### src/rtl/trackball_quad_emulator.sv
// Trackball quadrature emulator: turns signed relative motion deltas into
// per-axis direction + count-clock pulse trains for the LETA counter inputs.

module trackball_quad_axis #(
    parameter int STEP_DIV = 64,
    parameter int ACC_W    = 12,
    parameter int DELTA_W  = 9
) (
    input  logic               clk,
    input  logic               reset,
    input  logic               enable,
    input  logic [DELTA_W-1:0] delta,
    input  logic               delta_stb,
    output logic               dir,
    output logic               pclk,
    output logic               busy
);

    localparam int CNT_W = 10;
    localparam int SUM_W = ((ACC_W > DELTA_W) ? ACC_W : DELTA_W) + 2;

    localparam logic [CNT_W-1:0]        LAST     = CNT_W'(STEP_DIV - 1);
    localparam logic signed [SUM_W-1:0] ONE      = SUM_W'(1);
    localparam logic signed [SUM_W-1:0] SAT_MAX  = SUM_W'((2 ** (ACC_W - 1)) - 1);
    localparam logic signed [SUM_W-1:0] SAT_MIN  = -SAT_MAX;
    localparam logic signed [ACC_W-1:0] PEND_MAX = ACC_W'((2 ** (ACC_W - 1)) - 1);
    localparam logic signed [ACC_W-1:0] PEND_MIN = -PEND_MAX;

    typedef enum logic [1:0] {
        IDLE  = 2'd0,
        SETUP = 2'd1,
        HIGH  = 2'd2,
        LOW   = 2'd3
    } state_t;

    state_t                    state, state_next;
    logic [CNT_W-1:0]          cnt, cnt_next;
    logic signed [ACC_W-1:0]   pend, pend_next;
    logic                      dir_q, dir_next;
    logic                      busy_q, busy_next;
    logic                      consume;
    logic                      phase_done;
    logic                      pend_nz;
    logic                      pend_pos;

    logic signed [SUM_W-1:0]   pend_ext;
    logic signed [SUM_W-1:0]   delta_ext;
    logic signed [SUM_W-1:0]   sum;

    assign phase_done = (cnt == LAST);
    assign pend_nz    = (pend != '0);
    assign pend_pos   = pend_nz && !pend[ACC_W-1];

    // State register
    always_ff @(posedge clk) begin
        // NOTE: sequential state uses non-blocking assignments so every
        // register samples the pre-edge values of its neighbours.
        if (reset) begin
            state  <= IDLE;
            cnt    <= '0;
            pend   <= '0;
            dir_q  <= 1'b0;
            busy_q <= 1'b0;
        end else begin
            state  <= state_next;
            cnt    <= cnt_next;
            pend   <= pend_next;
            dir_q  <= dir_next;
            busy_q <= busy_next;
        end
    end

    // Next-state logic: phase sequencing and count consumption
    always_comb begin
        // NOTE: every output of this block gets a default first, otherwise
        // the paths that do not assign it would infer a latch.
        state_next = state;
        cnt_next   = cnt;
        dir_next   = dir_q;
        consume    = 1'b0;

        if (!enable) begin
            state_next = IDLE;
            cnt_next   = '0;
        end else begin
            case (state)
                IDLE: begin
                    cnt_next = '0;
                    if (pend_nz) begin
                        state_next = SETUP;
                        dir_next   = pend_pos;
                    end
                end
                SETUP: begin
                    if (phase_done) begin
                        state_next = HIGH;
                        cnt_next   = '0;
                        consume    = 1'b1;
                    end else begin
                        cnt_next = cnt + CNT_W'(1);
                    end
                end
                HIGH: begin
                    if (phase_done) begin
                        state_next = LOW;
                        cnt_next   = '0;
                    end else begin
                        cnt_next = cnt + CNT_W'(1);
                    end
                end
                LOW: begin
                    if (phase_done) begin
                        cnt_next = '0;
                        if (!pend_nz) begin
                            state_next = IDLE;
                        end else if (pend_pos == dir_q) begin
                            state_next = HIGH;
                            consume    = 1'b1;
                        end else begin
                            // Reversal: re-run setup so dir settles before the next rise
                            state_next = SETUP;
                            dir_next   = pend_pos;
                        end
                    end else begin
                        cnt_next = cnt + CNT_W'(1);
                    end
                end
                default: begin
                    state_next = IDLE;
                    cnt_next   = '0;
                end
            endcase
        end
    end

    // Pending-count accumulator with symmetric saturation
    always_comb begin
        pend_ext  = {{(SUM_W - ACC_W){pend[ACC_W-1]}}, pend};
        delta_ext = '0;
        if (delta_stb) begin
            delta_ext = {{(SUM_W - DELTA_W){delta[DELTA_W-1]}}, delta};
        end

        sum = pend_ext + delta_ext;
        if (consume) begin
            sum = dir_q ? (sum - ONE) : (sum + ONE);
        end

        if (!enable) begin
            pend_next = '0;
        end else if (sum > SAT_MAX) begin
            pend_next = PEND_MAX;
        end else if (sum < SAT_MIN) begin
            pend_next = PEND_MIN;
        end else begin
            pend_next = sum[ACC_W-1:0];
        end

        busy_next = (state_next != IDLE) || (pend_next != '0);
    end

    // Output logic
    always_comb begin
        pclk = (state == HIGH);
        dir  = dir_q;
        busy = busy_q;
    end

endmodule

module trackball_quad_emulator #(
    parameter int STEP_DIV = 64,
    parameter int ACC_W    = 12,
    parameter int DELTA_W  = 9
) (
    input  logic               clk,
    input  logic               reset,
    input  logic               enable,
    input  logic [DELTA_W-1:0] delta_x,
    input  logic [DELTA_W-1:0] delta_y,
    input  logic               delta_stb,
    output logic               hdir,
    output logic               hclk,
    output logic               vdir,
    output logic               vclk,
    output logic               busy
);

    logic busy_x;
    logic busy_y;

    trackball_quad_axis #(
        .STEP_DIV (STEP_DIV),
        .ACC_W    (ACC_W),
        .DELTA_W  (DELTA_W)
    ) u_axis_x (
        .clk       (clk),
        .reset     (reset),
        .enable    (enable),
        .delta     (delta_x),
        .delta_stb (delta_stb),
        .dir       (hdir),
        .pclk      (hclk),
        .busy      (busy_x)
    );

    trackball_quad_axis #(
        .STEP_DIV (STEP_DIV),
        .ACC_W    (ACC_W),
        .DELTA_W  (DELTA_W)
    ) u_axis_y (
        .clk       (clk),
        .reset     (reset),
        .enable    (enable),
        .delta     (delta_y),
        .delta_stb (delta_stb),
        .dir       (vdir),
        .pclk      (vclk),
        .busy      (busy_y)
    );

    assign busy = busy_x | busy_y;

endmodule

### config.mk
export PLATFORM = sky130hd
export DESIGN_NAME = trackball_quad_emulator
export DESIGN_NICKNAME = d
export VERILOG_FILES = /design/src/rtl/trackball_quad_emulator.sv
export SDC_FILE = /design/constraint.sdc
export NUM_CORES = 1
export LEC_CHECK = 0
export CORE_ASPECT_RATIO = 1.2
export CORE_MARGIN = 2
export CORE_UTILIZATION = 55
export CTS_CLUSTER_DIAMETER = 120
export CTS_CLUSTER_SIZE = 8
export DETAILED_ROUTE_END_ITERATION = 8
export PLACE_DENSITY = 0.74
export REMOVE_ABC_BUFFERS = 1
export SLEW_MARGIN = 10
export SYNTH_ARGS = -nofsm -noshare
export SYNTH_HDL_FRONTEND = slang
export SYNTH_SLANG_ARGS = --single-unit
### constraint.sdc
create_clock -name clk -period 10.3 [get_ports clk]
set_clock_uncertainty 0.15 [all_clocks]
set_input_delay 2.06 -clock clk [delete_from_list [all_inputs] [get_ports clk]]
set_output_delay 2.06 -clock clk [all_outputs]
set_load 0.005 [all_outputs]
==> metrics, run 1 <==
status completed; fraction of final layout cells with drive strength greater than 1 6.20%; CP required about 10 ns; antenna diode count 0; CP Max Fanout 18; Hold-fix buffers, CTS 0; IR drop worst, VDD 0.0000800 V; clock tree from TritonCTS built; combinational family with the most area after synthesis compound AO/OA/AOI/OAI gates; Slew HR 37.6%; DRT antenna net count 0; Placer Congestion 0.906; GR met1 Demand/Resource 34.0%; clock root cell sky130_fd_sc_hd__clkbuf_16; number of maximum-capacitance violations 0; proportion of power drawn by the clock network 22.4%; count of mapped cells out of synthesis 677; number of warnings printed during yosys synthesis 0; number of different library cells in the post-synthesis netlist 80; number of clock sinks 52; crit path launch type input port; portion of total power attributed to sequential cells 26.7%; post-route clock period utilization around 69%; width of the die 94.6 um; via total after detailed routing 5009; half-perimeter wire length after detailed placement 10700 um; post-synthesis share of cell area spent on and, or, nand and nor gates 24.5%; Post-Synth XOR/XNOR Area 8.76%; global-route wire length before repair about 23000 um; Post-synth EDFFs 0; Switching Share about two fifths; post-route setup slack 3.19 ns; largest area contributor in the netlist sky130_fd_sc_hd__dfxtp_1; Final setup violation count 0; insertion delay of the later-clocked pin in the worst-skew pair 0.29 ns; met3 Resource Use GR between 3 and 4%; cell types with the largest area share after synthesis sky130_fd_sc_hd__dfxtp_1 (19%), sky130_fd_sc_hd__ha_1 (14%), sky130_fd_sc_hd__nor2_1 (5.5%); maximum clock frequency 141 MHz; aggregate negative setup slack 0 ns; fraction of the yosys area taken by sequential cells between 10% and 20%; maximum level of the CTS H-tree 2; most congested layer reported by global routing met2; setup repair after global routing missed its margin no; effective utilization at floorplan 56.6%; Most used DFF post-synth sky130_fd_sc_hd__dfxtp_1; share of cell area taken by muxes after synthesis 1.94%; Synth Area per Inst 8.00 um2; Worst Path Class, Setup in -> reg; core region area 9560 um2; count leader, synth sky130_fd_sc_hd__nor2_1; area of the mapped netlist 5410 um2; router iterations before antenna repair 5; Site Rows 39; top cell type's share of synthesized area 19.2%; PostCTS Resize Cnt 0; arrival time reported for the critical path endpoint between 7 and 8 ns; relative contribution of combinational cells to total power 51.0%; hold path start u_axis_x.cnt[0]; post-layout power 0.000884 W; async set-reset flop share out of synthesis 0%; die height 113 um; number of buffers added for setup after CTS 0; element type at the critical path end register; overall routed net length 13400 um; top post-synthesis cells by count sky130_fd_sc_hd__nor2_1 (80), sky130_fd_sc_hd__ha_1 (62), sky130_fd_sc_hd__dfxtp_1 (52), sky130_fd_sc_hd__a21oi_1 (47), sky130_fd_sc_hd__nand2_1 (44); vias in the first global route 4861; drt initial violations approximately 300; CP Launch Point delta_stb; GR Util met2 45.1%; overall global routing resource usage 26.0%; Final min period 7.11 ns; worst slack, placed 2.98 ns; final count of hold timing violations 0; Internal Power 0.000525 W; per-cell routed wire length 16.4 um; share of the synthesized area in compound gates (AO/OA/AOI/OAI) 26.0%; flip-flop and latch count after synthesis 52; DRC violations left 0; GR Overflow Total 0; clock transition at the register clock pins on the worst setup and hold paths after CTS roughly 0.070 ns; net switching power 0.000359 W; I/O pin total 27; area added between synthesis and finish 9.27%; type of the most critical hold path reg -> reg; Leak 2.40 nW; power density over the cells 149 nW/um2; number of buffer cells added on primary ports 26; clock buffers created by TritonCTS 5; number of max-slew violations in the final report 0; overall die area 10700 um2; synthesized-area fraction occupied by adder cells 15.8%; maximum number of pins on one net before global-route repair 22; FF-to-FF Start u_axis_y.pend[0]; final net count 781; CTS Buffer Depth 2; initial antenna violation count 0; worst-margin pin slew 0.932 ns; post-detailed-route via-to-cell ratio around 6
## logic make-up after synthesis
family	count (synthesis)
compound gates	193
simple gates	259
mux	8
flops	52
xor+xnor	52
fa+ha+maj	66
buf+inv	47
## metal layers
metal / vias to the layer above / share of wire [%] / routed length, um
li1: 2525 / - / -
met1: 2366 / 46 / 6180
met2: 95 / 49 / 6550
met3: 23 / 3.2 / 433
met4: 0 / 1.6 / 208
met5: - / 0 / 0
## cells in the final DEF, fill, tap and decap left out, types with 5 or more instances in the layout
cell / synthesis / final
sky130_fd_sc_hd__mux2i_1: 6 / 6
sky130_fd_sc_hd__o21ai_0: 31 / 31
sky130_fd_sc_hd__and3_1: 10 / 10
sky130_fd_sc_hd__a21oi_1: 47 / 47
sky130_fd_sc_hd__nor4_1: 7 / 7
sky130_fd_sc_hd__a211oi_1: 8 / 8
sky130_fd_sc_hd__nor2_1: 80 / 80
sky130_fd_sc_hd__dfxtp_1: 52 / 52
sky130_fd_sc_hd__or3_1: 6 / 6
sky130_fd_sc_hd__clkdlybuf4s50_1: 0 / 26
sky130_fd_sc_hd__o21a_1: 13 / 13
sky130_fd_sc_hd__o31a_1: 5 / 5
sky130_fd_sc_hd__nand2b_1: 8 / 8
sky130_fd_sc_hd__and2_1: 17 / 17
sky130_fd_sc_hd__nor2b_1: 13 / 13
sky130_fd_sc_hd__nand2_1: 44 / 44
sky130_fd_sc_hd__xnor2_1: 30 / 30
sky130_fd_sc_hd__ha_1: 62 / 62
sky130_fd_sc_hd__o21ai_1: 5 / 5
sky130_fd_sc_hd__a21o_1: 10 / 10
sky130_fd_sc_hd__nand3b_1: 5 / 5
sky130_fd_sc_hd__nor3_1: 12 / 12
sky130_fd_sc_hd__clkbuf_16: 0 / 5
sky130_fd_sc_hd__o31ai_2: 6 / 6
sky130_fd_sc_hd__inv_1: 30 / 30
sky130_fd_sc_hd__xor2_1: 21 / 21
sky130_fd_sc_hd__nand3_1: 28 / 28
sky130_fd_sc_hd__o211ai_1: 10 / 10
sky130_fd_sc_hd__a31oi_1: 8 / 8
## cell type report
| type | instances | area, um2 |
|---|---|---|
| flip-flops and latches | 52 | 1040 |
| clock inverters | 2 | 38.8 |
| clock buffers | 6 | 139 |
| multi-input cells | 578 | 4170 |
| fillers | 860 | 3650 |
| well taps | 123 | 154 |
| repair buffers | 26 | 260 |
| inverters | 30 | 113 |
## power groups by stage
stage | clock network, W | logic, W | registers [W]
after floorplan | 0 | 0.000348 | 0.000233
after global placement | 0 | 0.000431 | 0.000239
after detailed placement | 0 | 0.000443 | 0.000240
after CTS | 0.000197 | 0.000446 | 0.000236
after global routing | 0.000207 | 0.000504 | 0.000238
final | 0.000198 | 0.000451 | 0.000236
## stage by stage
stage	area [um2]	hold slack, ns	cells	util [%]
floorplan	5320	0.276	660	-
global placement	5740	0.288	809	60.0
detailed placement	5740	0.305	809	60.0
CTS	5920	0.320	817	61.9
global route	5920	0.350	817	61.9
finish	5920	0.319	817	61.9
## worst paths after layout
check	end	slack [ns]	cells past startpoint
min reg2reg	u_axis_x.cnt[0]	0.32	1
min	u_axis_x.cnt[0]	0.32	1
max	u_axis_y.pend[4]	3.19	19
max reg2reg	u_axis_y.pend[4]	5.67	17
## registers in the layout, indices dropped and copies added (netlist names)
signal / cells
u_axis_y.pend: 12
u_axis_y.busy: 1
u_axis_x.state: 2
u_axis_x.pend: 12
u_axis_x.dir: 1
u_axis_y.dir: 1
u_axis_x.busy: 1
u_axis_x.cnt: 10
u_axis_y.cnt: 10
u_axis_y.state: 2
## worst max-delay path, stage by stage
cell and delay, ns:
sky130_fd_sc_hd__clkdlybuf4s50_1 0.86, sky130_fd_sc_hd__and2_1 0.22, sky130_fd_sc_hd__ha_1 0.19, sky130_fd_sc_hd__inv_1 0.06
sky130_fd_sc_hd__fa_1 0.39, sky130_fd_sc_hd__nor2b_1 0.18, sky130_fd_sc_hd__o31a_1 0.22, sky130_fd_sc_hd__o21a_1 0.18
sky130_fd_sc_hd__xnor2_1 0.18, sky130_fd_sc_hd__inv_1 0.11, sky130_fd_sc_hd__ha_1 0.33, sky130_fd_sc_hd__nand4_1 0.13
sky130_fd_sc_hd__nor4b_1 0.43, sky130_fd_sc_hd__o31ai_1 0.22, sky130_fd_sc_hd__o21ai_2 0.24, sky130_fd_sc_hd__mux2i_4 0.28
sky130_fd_sc_hd__xnor2_1 0.24, sky130_fd_sc_hd__or3_1 0.45, sky130_fd_sc_hd__o31ai_1 0.13
No activity file was read; power rests on OpenSTA's default activity.
==> run 2, diff against run 1 <==
- clock period: 10.3 -> 7.2 ns (I/O delays scaled with it)
==> run 2 against run 1 <==
  * Highest routed layer unchanged
  * First-iteration DRC count grew 14%
  * Count of clock-buffer cells in the layout is the same
  * Flip-flop and latch count is the same
  * Combinational power grew 45%
  * Clock power grew 41%
  * Register-to-register slack lost 3.1 ns
  * Core utilization is the same
  * Sequential share of layout area is the same
  * Wire length grew 3.2%
==> metrics, run 2 (synthesis gave the netlist of run 1 again) <==
total non-filler cell area in the finished layout 5920 um2; final count of hold timing violations 0; via total after detailed routing 5054; initial antenna violation count 0; most common cell after layout, fill and taps aside sky130_fd_sc_hd__nor2_1; post-route clock period utilization 88.8%; clock buffers created by TritonCTS 5; effective utilization at floorplan about 57%; final net count just under 800; Placer Congestion 0.984; CTS Buffer Depth 2; IR drop worst, VDD roughly 0.00010 V; I/O pin total 27; setup repair after global routing missed its margin no; PostCTS Resize Cnt 0; filler cell count in the final layout slightly below 900; maximum number of pins on one net before global-route repair 22; status completed; aggregate negative setup slack 0 ns; Final min period 6.40 ns; worst setup slack for register-to-register paths 2.62 ns; number of clock sinks 52; number of instances on the worst hold path 1; router iterations before antenna repair 5; maximum level of the CTS H-tree 2; clock tree from TritonCTS built; standard cell area after detailed placement approximately 5700 um2; Largest regs u_axis_x.pend x12, u_axis_y.pend x12; antenna diode count 0; number of maximum-capacitance violations 0; Hold Crit Endpoint u_axis_y.cnt[0]; clock root cell sky130_fd_sc_hd__clkbuf_16; clock transition at the register clock pins on the worst setup and hold paths after CTS ~0.07 ns; drt initial violations 340; depth of the worst register-to-register path 17; overall die area 10700 um2; Leak 2.40 nW; DRC violations left 0; hold path start u_axis_y.cnt[0]; overall global routing resource usage 26.5%; Final setup violation count 0; worst hold slack 0.312 ns; core region area 9560 um2; critical path's slowest cell sky130_fd_sc_hd__clkdlybuf4s50_1; destination of the worst register-to-register timing path u_axis_y.pend[4]; FF-to-FF Start u_axis_y.pend[0]; half-perimeter wire length after detailed placement roughly 11000 um; element type at the critical path end register; vias in the first global route 4841; CP required 7.20 ns; worst-margin pin slew around 0.94 ns; power density over the cells 215 nW/um2; Worst Path Class, Setup in -> reg; area added between synthesis and finish 9.27%; crit path launch type input port; number of buffers added for setup after CTS 0; highest-count cells in the layout ignoring fill and taps sky130_fd_sc_hd__nor2_1 (80), sky130_fd_sc_hd__ha_1 (62), sky130_fd_sc_hd__dfxtp_1 (52), sky130_fd_sc_hd__a21oi_1 (47), sky130_fd_sc_hd__nand2_1 (44); arrival time reported for the critical path endpoint 6.40 ns; maximum clock frequency 156 MHz; number of buffer cells added on primary ports 26; per-cell routed wire length 16.9 um; post-route setup slack between 0.8 and 0.9 ns; fraction of final layout cells with drive strength greater than 1 6.20%; Hold-fix buffers, CTS 0; number of max-slew violations in the final report 0; type of the most critical hold path reg -> reg; insertion delay of the later-clocked pin in the worst-skew pair 0.29 ns; width of the die 94.6 um; global-route wire length before repair about 23000 um; Slew HR 37.0%; GR Overflow Total 0; CP Max Fanout 18; post-detailed-route via-to-cell ratio 6.19; Site Rows 39; worst slack, placed 0.538 ns; cells along the critical path clkdlybuf4s50_1 > and2_1 > ha_1 > inv_1 > fa_1 > nor2b_1 > o31a_1 > o21a_1 > nor3_1 > nor2_1 > ha_1 > a21oi_1 > o211ai_1 > o31ai_1 > o21ai_2 > mux2i_4 > xnor2_1 > or3_1 > o31ai_1; DRT antenna net count 0; overall routed net length 13800 um; slowest stage delay, CP 0.81 ns; die height ~110 um
[run 2: cell counts in the layout (fill, tap and decap cells not counted)]
Identical to the previous run, type by type.
[run 2: metrics by stage]
stage	std cells	util, %	total power, W
6_report	817	61.9	0.00127
2_1_floorplan	660	-	0.000831
4_1_cts	817	61.9	0.00126
3_5_place_dp	809	60.0	0.000986
3_3_place_gp	809	60.0	0.000965
5_1_grt	817	61.9	0.00136
[run 2: layout make-up]
cell class	instances	area (um2)	area share, %
timing repair buffer	26	260	4.40
clock inverter	2	38.8	0.656
tap	123	154	2.60
multi-input combinational	578	4170	70.5
inverter	30	113	1.90
clock buffer	6	139	2.35
sequential	52	1040	17.6
[run 2: how the worst max path moves through the flow]
stage / from / endpoint / slack, ns / cells after the start
floorplan: delta_y[0] / u_axis_y.pend[2] / 1.94 / 19
CTS: delta_stb / u_axis_y.pend[4] / 0.84 / 19
global route: delta_stb / u_axis_y.pend[4] / 0.38 / 19
finish: delta_stb / u_axis_y.pend[4] / 0.80 / 19
detailed placement: delta_stb / u_axis_y.pend[4] / 0.54 / 19
global placement: delta_stb / u_axis_y.pend[4] / 0.75 / 19
[run 2: critical path, delay by kind of cell]
kind / cells / cell delay [ns]
mux: 1 / 0.21
xor+xnor: 1 / 0.29
fa+ha+maj: 3 / 0.92
simple gates: 5 / 1.13
buf+inv: 2 / 0.87
compound gates: 7 / 1.53
[run 2: power breakdown]
group	leakage (nW)	internal (W)	switching, W
logic	1.88	0.000270	0.000386
registers	0.424	0.000308	0.0000293
clock network	0.0871	0.000174	0.000106
[run 2: metal layers]
layer  vias to the layer above  GRT usage [%]  wire length (um)
met5                         -              0                 0
li1                       2520              -                 -
met1                      2359           36.2              6280
met2                       149           44.4              6550
met3                        26           2.82               687
met4                         0           6.86               282
==> run 3, diff against run 2 <==
- SLEW_MARGIN: 10 -> 20
==> results of run 3 <==
The final DEF is identical to that of run 2; final timing and power are the same.
